$ cat config.mk
export PLATFORM = sky130hd
export DESIGN_NAME = jkff_bank_arbiter
export DESIGN_NICKNAME = d
export VERILOG_FILES = /design/src/rtl/jkff_bank_arbiter.sv
export SDC_FILE = /design/constraint.sdc
export NUM_CORES = 1
export LEC_CHECK = 0
export BUFFER_PORTS_ARGS = -buffer_cell sky130_fd_sc_hd__buf_2
export CAP_MARGIN = 40
export CORE_ASPECT_RATIO = 2
export CORE_MARGIN = 4
export CORE_UTILIZATION = 32
export DETAILED_ROUTE_END_ITERATION = 12
export GPL_TIMING_DRIVEN = 0
export PLACE_DENSITY = 0.69
export SLEW_MARGIN = 40
export SYNTH_ARGS = -nofsm -noshare
export SYNTH_HDL_FRONTEND = slang
export SYNTH_SLANG_ARGS = --single-unit
$ cat constraint.sdc
create_clock -name clk -period 2.27 [get_ports clk]
set_input_delay 0.1135 -clock clk [delete_from_list [all_inputs] [get_ports clk]]
set_output_delay 0.1135 -clock clk [all_outputs]
set_load 0.02 [all_outputs]
$ cat src/rtl/jkff_bank_arbiter.sv
// Round-robin arbiter that applies hold/reset/set/toggle commands from N_REQ requesters
// to a BANK_W-bit JK flip-flop bank, with one command accepted every two cycles.
module jkff_bank_arbiter #(
  parameter int unsigned N_REQ  = 4,
  parameter int unsigned BANK_W = 8
) (
  input  logic                      clk,
  input  logic                      rst,
  input  logic [N_REQ-1:0]          req,
  input  logic [2*N_REQ-1:0]        req_op,
  input  logic [N_REQ*BANK_W-1:0]   req_mask,
  output logic [N_REQ-1:0]          grant,
  output logic                      busy,
  output logic [BANK_W-1:0]         j_drv,
  output logic [BANK_W-1:0]         k_drv,
  output logic [BANK_W-1:0]         q
);

  localparam int unsigned IDX_W = (N_REQ > 2) ? $clog2(N_REQ) : 1;

  typedef enum logic {
    IDLE  = 1'b0,
    APPLY = 1'b1
  } state_t;

  state_t              state;
  logic [IDX_W-1:0]    ptr;
  logic [IDX_W-1:0]    ptr_nxt;
  logic [IDX_W-1:0]    win_idx;
  logic [IDX_W-1:0]    cand;
  logic [IDX_W:0]      cand_sum;
  logic                found;
  logic [1:0]          win_op;
  logic [BANK_W-1:0]   win_mask;

  // Round-robin search starting at ptr, wrapping from N_REQ-1 back to 0
  always_comb begin
    found    = 1'b0;
    win_idx  = '0;
    cand_sum = '0;
    cand     = '0;
    if (!rst && state == IDLE) begin
      for (int k = 0; k < int'(N_REQ); k++) begin
        cand_sum = {1'b0, ptr} + (IDX_W+1)'(k);
        if (cand_sum >= (IDX_W+1)'(N_REQ)) begin
          cand_sum = cand_sum - (IDX_W+1)'(N_REQ);
        end
        cand = cand_sum[IDX_W-1:0];
        if (!found && req[cand]) begin
          found   = 1'b1;
          win_idx = cand;
        end
      end
    end
  end

  // One-hot grant plus the winner's command fields
  always_comb begin
    grant    = '0;
    win_op   = '0;
    win_mask = '0;
    for (int i = 0; i < int'(N_REQ); i++) begin
      if (found && win_idx == IDX_W'(i)) begin
        grant[i] = 1'b1;
        win_op   = req_op[2*i +: 2];
        win_mask = req_mask[i*BANK_W +: BANK_W];
      end
    end
  end

  always_comb begin
    ptr_nxt = (win_idx == IDX_W'(N_REQ - 1)) ? '0 : win_idx + IDX_W'(1);
  end

  // Command FSM: capture the winner into the J/K drives, then release them
  always_ff @(posedge clk) begin
    if (rst) begin
      state <= IDLE;
      ptr   <= '0;
      busy  <= 1'b0;
      j_drv <= '0;
      k_drv <= '0;
    end else begin
      case (state)
        IDLE: begin
          if (found) begin
            state <= APPLY;
            busy  <= 1'b1;
            ptr   <= ptr_nxt;
            j_drv <= win_mask & {BANK_W{win_op[1]}};
            k_drv <= win_mask & {BANK_W{win_op[0]}};
          end
        end
        APPLY: begin
          state <= IDLE;
          busy  <= 1'b0;
          j_drv <= '0;
          k_drv <= '0;
        end
        default: begin
          state <= IDLE;
          busy  <= 1'b0;
          j_drv <= '0;
          k_drv <= '0;
        end
      endcase
    end
  end

  // JK bank; drives are zero outside APPLY so the bank holds while idle
  always_ff @(posedge clk) begin
    if (rst) begin
      q <= '0;
    end else begin
      q <= (j_drv & ~q) | (~k_drv & q);
    end
  end

endmodule

## Word level (Yosys, flattened, before mapping)

Index checks and enable logic that the tools add are counted.

| word-level totals | value |
|---|---|
| ROM bits | 0 |
| flip-flop bits (word level) | 28 |
| logic and storage cells | 98 |
| bits in latches | 0 |
| RAM bits | 0 |
| memories | 0 |

| operators by class | value |
|---|---|
| bitwise operators | 8 |
| muxes and demuxes | 50 |
| $lt $le $gt $ge | 8 |
| add/sub/neg operators | 8 |
| $mul | 0 |
| reductions and logical operators | 14 |
| divide/modulo/power cells | 0 |
| equal/unequal tests | 4 |
| shift-type cells | 0 |

Operators with widths:

| kind | number |
|---|---|
| $mux 8 | 6 |
| $mux 2 | 18 |
| $and 8x8->8 | 4 |
| $pmux 8 s2 | 2 |
| $mux 1 | 18 |
| $not 8->8 | 2 |
| $lt 2x3->1 const B | 4 |
| $ge 3x3->1 const B | 3 |
| $bmux 1 s2 | 4 |
| $logic_and 1x1->1 | 8 |
| $or 8x8->8 | 1 |
| $sub 2x1->2 const B | 4 |
| $add 2x2->3 const B | 2 |
| $eq 2x2->1 const B | 2 |
| $logic_not 1->1 | 4 |
| $pmux 1 s2 | 2 |
| $add 2x1->3 const B | 1 |
| $ge 2x3->1 const B | 1 |
| $add 2x1->2 const B | 1 |
| $eq 2x1->1 const B | 1 |
| $logic_not 2->1 | 1 |
| $ne 2x2->1 const B | 1 |
| $reduce_and 2->1 | 1 |
| $not 1->1 | 1 |

## Logic depth before layout (Yosys ltp)

Gate-level depths: netlist of run 1.

| depth | value |
|---|---|
| word-level depth | 28 |
| gate-level depth with buffers | 12 |
| gate-level depth less buffers | 9 |

## Worst setup path before layout of run 1

OpenSTA, ideal clock, no wires.

| path | value |
|---|---|
| path type | input to register |
| start point | in req[2] |
| end point | reg k_drv[6] |
| setup time | 0.121 ns |
| data arrival time | 2.303 ns |
| setup slack | -0.154 ns |
| cell stages on the path | 12 |
| path through | or4_4 -> nand2_2 -> buf_6 -> inv_2 -> and2_1 -> ha_1 -> or2_2 -> buf_2 -> a221oi_1 -> or3_1 -> buf_4 -> o21ai_2 |

| on the way | value |
|---|---|
| cells in the longest elaborated chain, start to end | 25 |
| elaborated cells on any way between the ends | 47 |

RTL lines:

| item | line | RTL |
|---|---|---|
| from (decl) | 9 | `input logic [N_REQ-1:0] req,` |
| $bmux 1 s2 | 49 | `if (!found && req[cand]) begin` |
| $mux 1 (not written as such) | 49 |  |
| $mux 1 | 49 |  |
| $mux 1 | 42 | `if (!rst && state == IDLE) begin` |
| $logic_not 1->1 | 49 |  |
| $logic_and 1x1->1 | 49 |  |
| $mux 1 | 49 |  |
| $mux 1 | 42 |  |
| (+6 left out) | -- |  |
| $mux 2 | 49 |  |
| $mux 2 | 42 |  |
| $logic_not 2->1 | 63 | `if (found && win_idx == IDX_W'(i)) begin` |
| $logic_and 1x1->1 | 63 |  |
| $mux 8 / $mux 2 (equally long branches) (4 in series) | 63 |  |
| $and 8x8->8 | 91 | `k_drv <= win_mask & {BANK_W{win_op[0]}};` |
| $mux 8 | 86 | `if (found) begin` |
| $pmux 8 s2 | 84 | `case (state)` |
| to (signal assigned) | 91 |  |
| to (decl) | 15 | `output logic [BANK_W-1:0] k_drv,` |

Several ways; a longest one is shown, not always the timed one. The select of a mux whose other input is x is not followed.
A chain may end at the register's enable or synchronous reset.

## Worst setup path after layout of run 1

| path | value |
|---|---|
| start point | in req[0] |
| end point | reg k_drv[1] |

Same word-level chain as after synthesis.

==> results of run 1 <==
==> registers in the layout (all words and copies together) (netlist names) <==
| name | count |
|---|---|
| k_drv | 8 |
| state | 1 |
| busy | 1 |
| q | 8 |
| ptr | 2 |
| j_drv | 8 |
==> worst min-delay path by stage <==
stage | start | to | slack (ns)
6_report | rst | j_drv[4] | 0.23
5_1_grt | rst | j_drv[3] | 0.22
4_1_cts | rst | j_drv[3] | 0.22
3_3_place_gp | k_drv[2] | q[2] | 0.45
3_5_place_dp | busy | busy | 0.45
2_1_floorplan | rst | j_drv[0] | 0.30
==> cells in the final DEF (no fill, tap or decap), types with 3 or more instances in the layout <==
cell type and count:
nor2_1 12, o21ai_1 6, and3_1 3, nand2_1 20
buf_4 5, clkbuf_4 3, buf_6 6, o22ai_1 9
clkbuf_8 4, or3_1 9, a221oi_1 7, o21ai_2 11
buf_2 75, inv_1 5, o21ai_0 3, a211oi_1 7
dfxtp_1 26
==> layout make-up <==
class | count | area (um^2) | share of cell area [%]
multi-input cells | 119 | 840 | 40.9
inverters | 6 | 22.5 | 1.10
flip-flops and latches | 28 | 563 | 27.4
well taps | 54 | 67.6 | 3.29
clock buffers | 4 | 55.1 | 2.68
repair buffers | 80 | 413 | 20.1
plain buffers | 10 | 93.8 | 4.57
==> power by group through the flow <==
stage	Combinational [uW]	Clock [uW]	Sequential, uW
after CTS	321	309	532
after detailed placement	292	0	541
after global routing	352	340	535
after floorplan	170	0	555
final	322	302	532
after global placement	288	0	541
==> what timing repair did <==
action	4_1_cts	5_1_grt
pin swaps	4	18
cloned	1	0
resized for setup	14	3
endpoints found under the setup margin	18	17
setup buffers	4	1
==> critical path: cells and delay by family <==
| kind | cells | cell delay (ns) |
|---|---|---|
| fa+ha+maj | 1 | 0.16 |
| compound gates | 2 | 0.22 |
| simple gates | 5 | 1.27 |
| buf+inv | 5 | 0.63 |
==> cells by family after synthesis <==
group	synth area share (%)
and+or+nand+nor	20.8
adders and majority gates	3.54
buffers and inverters	5.93
DFF	39.7
muxes	0.709
AOI/OAI and AO/OA	29.3
==> metrics by stage <==
step / util [%] / hold slack (ns)
detailed placement: 44.6 / 0.450
global route: 47.8 / 0.216
finish: 47.8 / 0.226
global placement: 44.6 / 0.445
CTS: 47.5 / 0.224
floorplan: - / 0.302
==> per-layer routing <==
metal | track usage, % | vias up
li1 | - | 766
met1 | 17.7 | 711
met2 | 34.9 | 52
met3 | 1.31 | 4
met4 | 7.30 | 0
met5 | 0 | -
==> results.sh, run 1 <==
export IMPL_reg2reg_depth=12
export IMPL_cp_startpoint="req[0]"
export IMPL_yosysSeqAreaShare_pct=39.7
export IMPL_core_mm2=0.00430
export IMPL_clock_path_buffers=2
export IMPL_max_stage_delay_ns=0.56
export IMPL_gr_total_overflow=0
export IMPL_synth_top_cells_by_count="28 x dfxtp_1, 20 x nand2_1, 12 x nor2_1, 10 x o21ai_2"
export IMPL_setup_viol=0
export IMPL_htree_num_levels=1
export IMPL_start_util_pct=32.9
export IMPL_yosys_area_top_type_share_pct=39.7
export IMPL_crit_required_ns=2.44
export IMPL_power_uw=1160
export IMPL_syn_cell_area_mm2=0.00141
export IMPL_synth_edf_count=0
export IMPL_slowest_stage="or4_4"
export IMPL_cts_root_buffer="clkbuf_8"
export IMPL_drtIter0Drc=12
export IMPL_synth_nets=213
export IMPL_r2r_slack_ns=0.05
export IMPL_finalSetupTns_ns=0
export IMPL_cp_start_kind="input pin"
export IMPL_internal_power_uw=815
export IMPL_p_leak_uw=0.000922
export IMPL_pre_cts_slack_ns=-0.352
export IMPL_cts_hold_buf=0
export IMPL_min_path_cells=4
export IMPL_grt_pass1_vias=1563
export IMPL_wl_um=4710
export IMPL_antenna_found_initial=0
export IMPL_vdd_drop_max_uv=313
export IMPL_synth_cells=163
export IMPL_cp_common_cell="buf_6"
export IMPL_nNetsFinal=298
export IMPL_r2r_end="j_drv[5]"
export IMPL_cp_data_arrival_time_ns=2.39
export IMPL_dr_total_vias=1533
export IMPL_combinationalPowerShare_pct=27.8
export IMPL_wl_met2_um=2840
export IMPL_pwr_share_seq_pct=46.0
export IMPL_clk_latency_ns=0.27
export IMPL_endpoint="k_drv[1]"
export IMPL_grt_start_max_net_pins=16
export IMPL_ant_nets=0
export IMPL_topRoutingLayerUsed="met4"
export IMPL_port_buffer_count=74
export IMPL_antennaDiodeCount=0
export IMPL_swShare_pct=29.5
export IMPL_synth_seq_cells=28
export IMPL_r2r_start="ptr[1]"
export IMPL_drive_gt1_share_pct=49.0
export IMPL_async_flop_share_pct=0
export IMPL_worstPathMaxFanout=10
export IMPL_rsz0062_at_grt="true"
export IMPL_fmax_ghz=0.451
export IMPL_yosysUniqueCellTypes=38
export IMPL_status="complete, no violations"
export IMPL_fillers=466
export IMPL_cts_sinks=28
export IMPL_hold_class="input pin to register"
export IMPL_fin_area_mm2=0.00205
export IMPL_criticalPathCategory="input pin to register"
export IMPL_slew_violations=0
export IMPL_dp_cells=291
export IMPL_place_area_mm2=0.00192
export IMPL_dieWidth_um=55.0
export IMPL_crit_chain="buf_2, or4_4, nand2_4, buf_6, inv_2, and2_4, ha_4, or2_2, buf_6, a221oi_2, or3_1, buf_6, o21ai_2"
export IMPL_detailed_place_hpwl_um=3560
export IMPL_timing_slew_headroom_pct=61.1
export IMPL_cts_made_buffers=3
export IMPL_place_congestion=0.828
export IMPL_ys_flop_type="dfxtp_1"
export IMPL_die_h_um=102
export IMPL_hold_viol=0
export IMPL_p_per_area_mw_per_mm2=563
export IMPL_cts_tree="yes"
export IMPL_crit_path_end_kind="register"
export IMPL_clkPwrFrac_pct=26.1
export IMPL_worst_pin_slew_ns=0.584
export IMPL_finalCriticalPeriod_ns=2.22
export IMPL_grt_pass1_wl_um=7260
export IMPL_fp_row_count=34
export IMPL_io_pins=75
export IMPL_syn_to_final_growth_pct=45.4
export IMPL_yosysMostFrequentCell="dfxtp_1"
export IMPL_synth_top_area_cell="dfxtp_1"
export IMPL_viasPerCell=5.09
export IMPL_setup_ws_ns=0.0509
export IMPL_syn_area_per_cell_um2=8.67
export IMPL_ys_top_cells_by_area="dfxtp_1 40%, o21ai_2 6.2%, a221oi_1 5.6%"
export IMPL_skew_ns=0.00722
export IMPL_route_met3_wl_um=220
export IMPL_stdcell_count=301
export IMPL_drc=0
export IMPL_clkTransAtPathRegs_ns=0.09
export IMPL_wl_met1_um=1600
export IMPL_power_switching_uw=341
export IMPL_die_area_mm2=0.00561
export IMPL_grtUsageTotal_pct=17.8
export IMPL_synth_warnings=0
export IMPL_period_share_pct=97.8
export IMPL_maxCapViolCount=0
export IMPL_drtPass1Iterations=4
export IMPL_wl_per_cell_um=15.6
No activity file was read; power rests on OpenSTA's default activity.
==> run 2, diff against run 1 <==
- PLACE_DENSITY: 0.69 -> 0.6
==> run 2 against run 1 <==
  * Clock power up 29%
  * Sequential share of layout area down 1.2 points
  * Cell area up 5.0%
  * Sequential cell count unchanged
  * Sequential power about the same
  * Global-route usage down 1.2 points
  * Combinational power up 9.0%
  * First-iteration DRC count rose to 3.5 times the previous value
  * Critical endpoint is now k_drv[6]
  * Largest cell class unchanged
==> results.sh, run 2 (synthesized netlist as in run 1, its figures left out) <==
export IMPL_skew_ns=0.00479
export IMPL_hold_class="input pin to register"
export IMPL_wl_per_cell_um=15.1
export IMPL_io_pins=75
export IMPL_antenna_found_initial=0
export IMPL_start_util_pct=32.9
export IMPL_worst_pin_slew_ns=0.557
export IMPL_rsz0062_at_grt="true"
export IMPL_crit_required_ns=2.44
export IMPL_cp_start_kind="input pin"
export IMPL_grtUsageTotal_pct=16.6
export IMPL_hold_viol=0
export IMPL_core_mm2=0.00430
export IMPL_antennaDiodeCount=0
export IMPL_cts_sinks=28
export IMPL_criticalPathCategory="input pin to register"
export IMPL_cts_made_buffers=3
export IMPL_final_common_cell="buf_2"
export IMPL_slew_violations=0
export IMPL_maxCapViolCount=0
export IMPL_fp_row_count=34
export IMPL_p_per_area_mw_per_mm2=590
export IMPL_min_path_cells=4
export IMPL_layout_common_cells="74 x buf_2, 26 x dfxtp_1, 20 x nand2_1"
export IMPL_htree_num_levels=1
export IMPL_max_stage_delay_ns=0.57
export IMPL_drc=0
export IMPL_syn_to_final_growth_pct=52.7
export IMPL_dr_total_vias=1559
export IMPL_worstPathMaxFanout=10
export IMPL_finalCriticalPeriod_ns=2.24
export IMPL_vdd_drop_max_uv=460
export IMPL_fillers=449
export IMPL_clkTransAtPathRegs_ns=0.10
export IMPL_reg2reg_depth=11
export IMPL_timing_slew_headroom_pct=62.9
export IMPL_grt_start_max_net_pins=17
export IMPL_fmax_ghz=0.446
export IMPL_detailed_place_hpwl_um=3620
export IMPL_clock_path_buffers=2
export IMPL_port_buffer_count=74
export IMPL_cp_depth=13
export IMPL_cp_top_family="simple AND/OR/NAND/NOR gates"
export IMPL_drtIter0Drc=42
export IMPL_critical_path_buf_inv_count=5
export IMPL_setup_viol=0
export IMPL_grt_pass1_vias=1477
export IMPL_holdWs_ns=0.220
export IMPL_nNetsFinal=302
export IMPL_clk_latency_ns=0.27
export IMPL_dieWidth_um=55.0
export IMPL_period_share_pct=98.7
export IMPL_gr_total_overflow=0
export IMPL_die_area_mm2=0.00561
export IMPL_viasPerCell=5.11
export IMPL_cp_data_arrival_time_ns=2.41
export IMPL_cts_tree="yes"
export IMPL_ant_nets=0
export IMPL_cp_common_cell="buf_6"
export IMPL_p_leak_uw=0.000957
export IMPL_wl_um=4600
export IMPL_crit_chain="buf_2, or4_4, nand2_4, buf_6, inv_2, and2_4, ha_4, or2_2, buf_6, a221oi_2, or3_1, buf_6, o21ai_2"
export IMPL_crit_path_end_kind="register"
export IMPL_cts_root_buffer="clkbuf_8"
export IMPL_drtPass1Iterations=4
export IMPL_slowest_stage="or4_4"
export IMPL_grt_pass1_wl_um=6850
export IMPL_place_congestion=0.793
export IMPL_drive_gt1_share_pct=53.8
export IMPL_largest_registers="j_drv x8, k_drv x8, q x8"
export IMPL_status="complete, no violations"
export IMPL_die_h_um=102
export IMPL_power_uw=1270
==> run 2: cell types whose count changed in the layout (fill, tap and decap cells not counted), moves of 2 or more <==
cell	before	now
buf_4	5	9
o21ai_1	6	3
or3_4	0	3
o21ai_2	11	14
or3_1	9	6
a221oi_2	2	4
a221oi_1	7	5
==> run 2: worst paths after layout <==
check	endpoint	from	slack (ns)
worst max-delay path	k_drv[6]	req[0]	0.03
worst min register to register	q[2]	k_drv[2]	0.46
worst min-delay path	j_drv[2]	rst	0.22
worst max register to register	k_drv[6]	ptr[1]	0.04
==> run 2: worst reg2reg max path, stage by stage (launching register included) <==
cell	delay, ns
dfxtp_4	0.37
nand3b_1	0.19
nor2_1	0.16
o21ai_2	0.07
o211a_1	0.16
ha_2	0.21
or2_2	0.28
buf_6	0.15
a221oi_2	0.16
or3_1	0.15
buf_6	0.16
o21ai_2	0.07
==> run 2: stage by stage <==
| step | std cells | instance area (um^2) | setup slack, ns | setup TNS, ns | util [%] |
|---|---|---|---|---|---|
| 4_1_cts | 300 | 2050 | 0.00462 | 0 | 47.8 |
| 5_1_grt | 305 | 2160 | -0.0910 | -1.28 | 50.2 |
| 2_1_floorplan | 163 | 1480 | -0.00135 | -0.00135 | - |
| 3_5_place_dp | 291 | 1920 | -0.316 | -4.79 | 44.6 |
| 6_report | 305 | 2160 | 0.0293 | 0 | 50.2 |
| 3_3_place_gp | 291 | 1920 | -0.324 | -4.88 | 44.6 |
==> run 2: layout make-up <==
class / instances / area [um^2] / area share (%)
Timing Repair Buffer: 84 / 462 / 21.4
Clock buffer: 3 / 41.3 / 1.91
Inverter: 6 / 22.5 / 1.04
Buffer: 10 / 90.1 / 4.18
Multi-Input combinational cell: 119 / 878 / 40.7
Clock inverter: 1 / 30.0 / 1.39
Sequential cell: 28 / 566 / 26.2
Tap cell: 54 / 67.6 / 3.13
==> run 2: per-layer routing <==
layer | global-route usage [%] | vias up | part of all wire, %
met5 | 0 | - | 0
met4 | 5.06 | 0 | 1.2
met3 | 1.31 | 4 | 5.4
met2 | 32.8 | 51 | 57
met1 | 17.2 | 725 | 36
li1 | - | 779 | -
==> run 2: where the power goes <==
part	leakage, uW	internal [uW]	switching (uW)
registers	0.000228	512	19.4
clock network	0.0000357	236	153
logic	0.000693	172	179
total	0.000957	921	351
==> run 2: what timing repair did <==
item,CTS,global route
endpoints found under the setup margin,17,17
setup buffers,5,6
resized for setup,8,19
hold buffers,0,0
pin swaps,4,20
==> run 3, diff against run 2 <==
- PLACE_DENSITY: 0.6 -> 0.57
- clock period: 2.27 -> 2.42 ns (I/O delays scaled with it)
==> run 3 against run 2 <==
  * Clock skew is 0.0032 ns higher
  * Routed wire length is 0.65% lower
  * Sequential share of layout area is 1.9 points higher
  * Combinational power is 19% lower
  * Via count is 0.26% higher
  * Register-to-register slack better by 0.11 ns
  * Count of clock-buffer cells in the layout stayed put
  * Sequential cell count stayed put
  * Clock power is 5.7% lower
  * First-iteration DRC count is 38% lower
  * Cell count is 1.6% lower
  * Worst setup slack better by 0.084 ns
  * Critical path type unchanged
  * Critical endpoint is now j_drv[4]
  * Largest cell class unchanged
  * Largest power group unchanged
==> results.sh, run 3 (synthesized netlist as in run 1, its figures left out) <==
export IMPL_status="complete, no violations"
export IMPL_antenna_found_initial=0
export IMPL_viasPerCell=5.21
export IMPL_dr_total_vias=1563
export IMPL_layout_common_cells="75 x buf_2, 25 x dfxtp_1, 20 x nand2_1"
export IMPL_die_h_um=102
export IMPL_critical_path_buf_inv_count=5
export IMPL_skew_ns=0.00795
export IMPL_die_area_mm2=0.00561
export IMPL_cts_root_buffer="clkbuf_8"
export IMPL_antennaDiodeCount=0
export IMPL_worstPathMaxFanout=10
export IMPL_clock_path_buffers=2
export IMPL_hold_viol=0
export IMPL_slew_violations=0
export IMPL_slowest_stage="or4_4"
export IMPL_ant_nets=0
export IMPL_cts_sinks=28
export IMPL_largest_registers="j_drv x8, k_drv x8, q x8"
export IMPL_crit_path_end_kind="register"
export IMPL_crit_required_ns=2.64
export IMPL_grt_pass1_vias=1453
export IMPL_finalSetupTns_ns=0
export IMPL_crit_chain="buf_2, or4_4, nand2_2, buf_6, inv_4, and2_4, ha_1, nor2b_1, buf_4, buf_4, a221oi_1, or3_1, o21ai_1"
export IMPL_fp_row_count=34
export IMPL_grt_start_max_net_pins=17
export IMPL_drive_gt1_share_pct=46.7
export IMPL_detailed_place_hpwl_um=3560
export IMPL_io_pins=75
export IMPL_stdcell_count=300
export IMPL_p_leak_uw=0.000910
export IMPL_cp_top_family="simple AND/OR/NAND/NOR gates"
export IMPL_fmax_ghz=0.434
export IMPL_timing_slew_headroom_pct=62.8
export IMPL_cts_made_buffers=3
export IMPL_drtPass1Iterations=4
export IMPL_period_share_pct=95.3
export IMPL_wl_per_cell_um=15.2
export IMPL_final_common_cell="buf_2"
export IMPL_rsz0062_at_grt="false"
export IMPL_dp_cells=291
export IMPL_pre_cts_slack_ns=-0.507
export IMPL_gr_total_overflow=0
export IMPL_port_buffer_count=74
export IMPL_hold_class="input pin to register"
export IMPL_cp_start_kind="input pin"
export IMPL_maxCapViolCount=0
export IMPL_p_per_area_mw_per_mm2=573
export IMPL_worst_pin_slew_ns=0.557
export IMPL_setup_viol=0
export IMPL_dieWidth_um=55.0
export IMPL_drc=0
export IMPL_max_stage_delay_ns=0.55
export IMPL_drtIter0Drc=26
export IMPL_criticalPathCategory="input pin to register"
export IMPL_clk_latency_ns=0.28
export IMPL_cts_tree="yes"
export IMPL_finalCriticalPeriod_ns=2.31
export IMPL_grtUsageTotal_pct=16.7
export IMPL_fillers=465
export IMPL_start_util_pct=32.9
export IMPL_htree_num_levels=1
export IMPL_clkTransAtPathRegs_ns=0.10
export IMPL_wl_um=4570
export IMPL_vdd_drop_max_uv=288
export IMPL_cp_common_cell="buf_4"
export IMPL_core_mm2=0.00430
export IMPL_setup_ws_ns=0.113
export IMPL_cp_data_arrival_time_ns=2.53
export IMPL_syn_to_final_growth_pct=42.1
export IMPL_grt_pass1_wl_um=6840
export IMPL_place_congestion=0.849
export IMPL_nNetsFinal=297
run 3: timing repair:
item                       CTS  global route
setup endpoints to repair   18            17
gates resized for setup      6            14
setup buffers                1             5
hold buffers                 0             0
pin swaps                    1             2
run 3: cell type report:
type,count,area [um^2],area share [%]
clock inverter,1,30.0,1.50
sequential,28,564,28.1
clock buffer,3,41.3,2.06
timing repair buffer,80,415,20.7
multi-input combinational,119,787,39.2
inverter,6,25.0,1.25
tap,54,67.6,3.37
buffer,9,76.3,3.80
run 3: worst register-to-register path, cell delays in order (launching register included):
cell and delay [ns]:
dfxtp_2 0.35, nand3b_1 0.17, a21oi_1 0.23, o211ai_1 0.18
ha_1 0.26, nor2b_1 0.12, buf_4 0.16, buf_4 0.14
a221oi_1 0.07, or3_1 0.41, o21ai_1 0.14
run 3: worst paths after layout:
| kind | start | end | slack, ns | depth (start not counted) |
|---|---|---|---|---|
| worst max-delay path | req[0] | j_drv[4] | 0.11 | 13 |
| worst min-delay path | rst | busy | 0.18 | 3 |
| worst max register to register | ptr[1] | j_drv[4] | 0.15 | 10 |
| worst min register to register | k_drv[3] | q[3] | 0.46 | 1 |
run 3: through the flow:
stage,area (um^2),util [%],hold slack [ns],total power (uW)
final,2010,46.7,0.185,1150
after global routing,2010,46.7,0.209,1200
after CTS,1950,45.3,0.201,1130
after detailed placement,1860,43.2,0.453,761
after global placement,1860,43.2,0.448,759
after floorplan,1420,-,0.308,663
run 3: metal layers:
| layer | GRT usage, % | up-vias | routed length, um |
|---|---|---|---|
| li1 | - | 774 | - |
| met1 | 17.0 | 730 | 1680 |
| met2 | 31.9 | 51 | 2500 |
| met3 | 3.07 | 8 | 307 |
| met4 | 5.24 | 0 | 83 |
| met5 | 0 | - | 0 |
run 3: power breakdown:
group | switching [uW] | internal, uW
registers | 17.8 | 481
clock network | 145 | 222
logic | 153 | 132
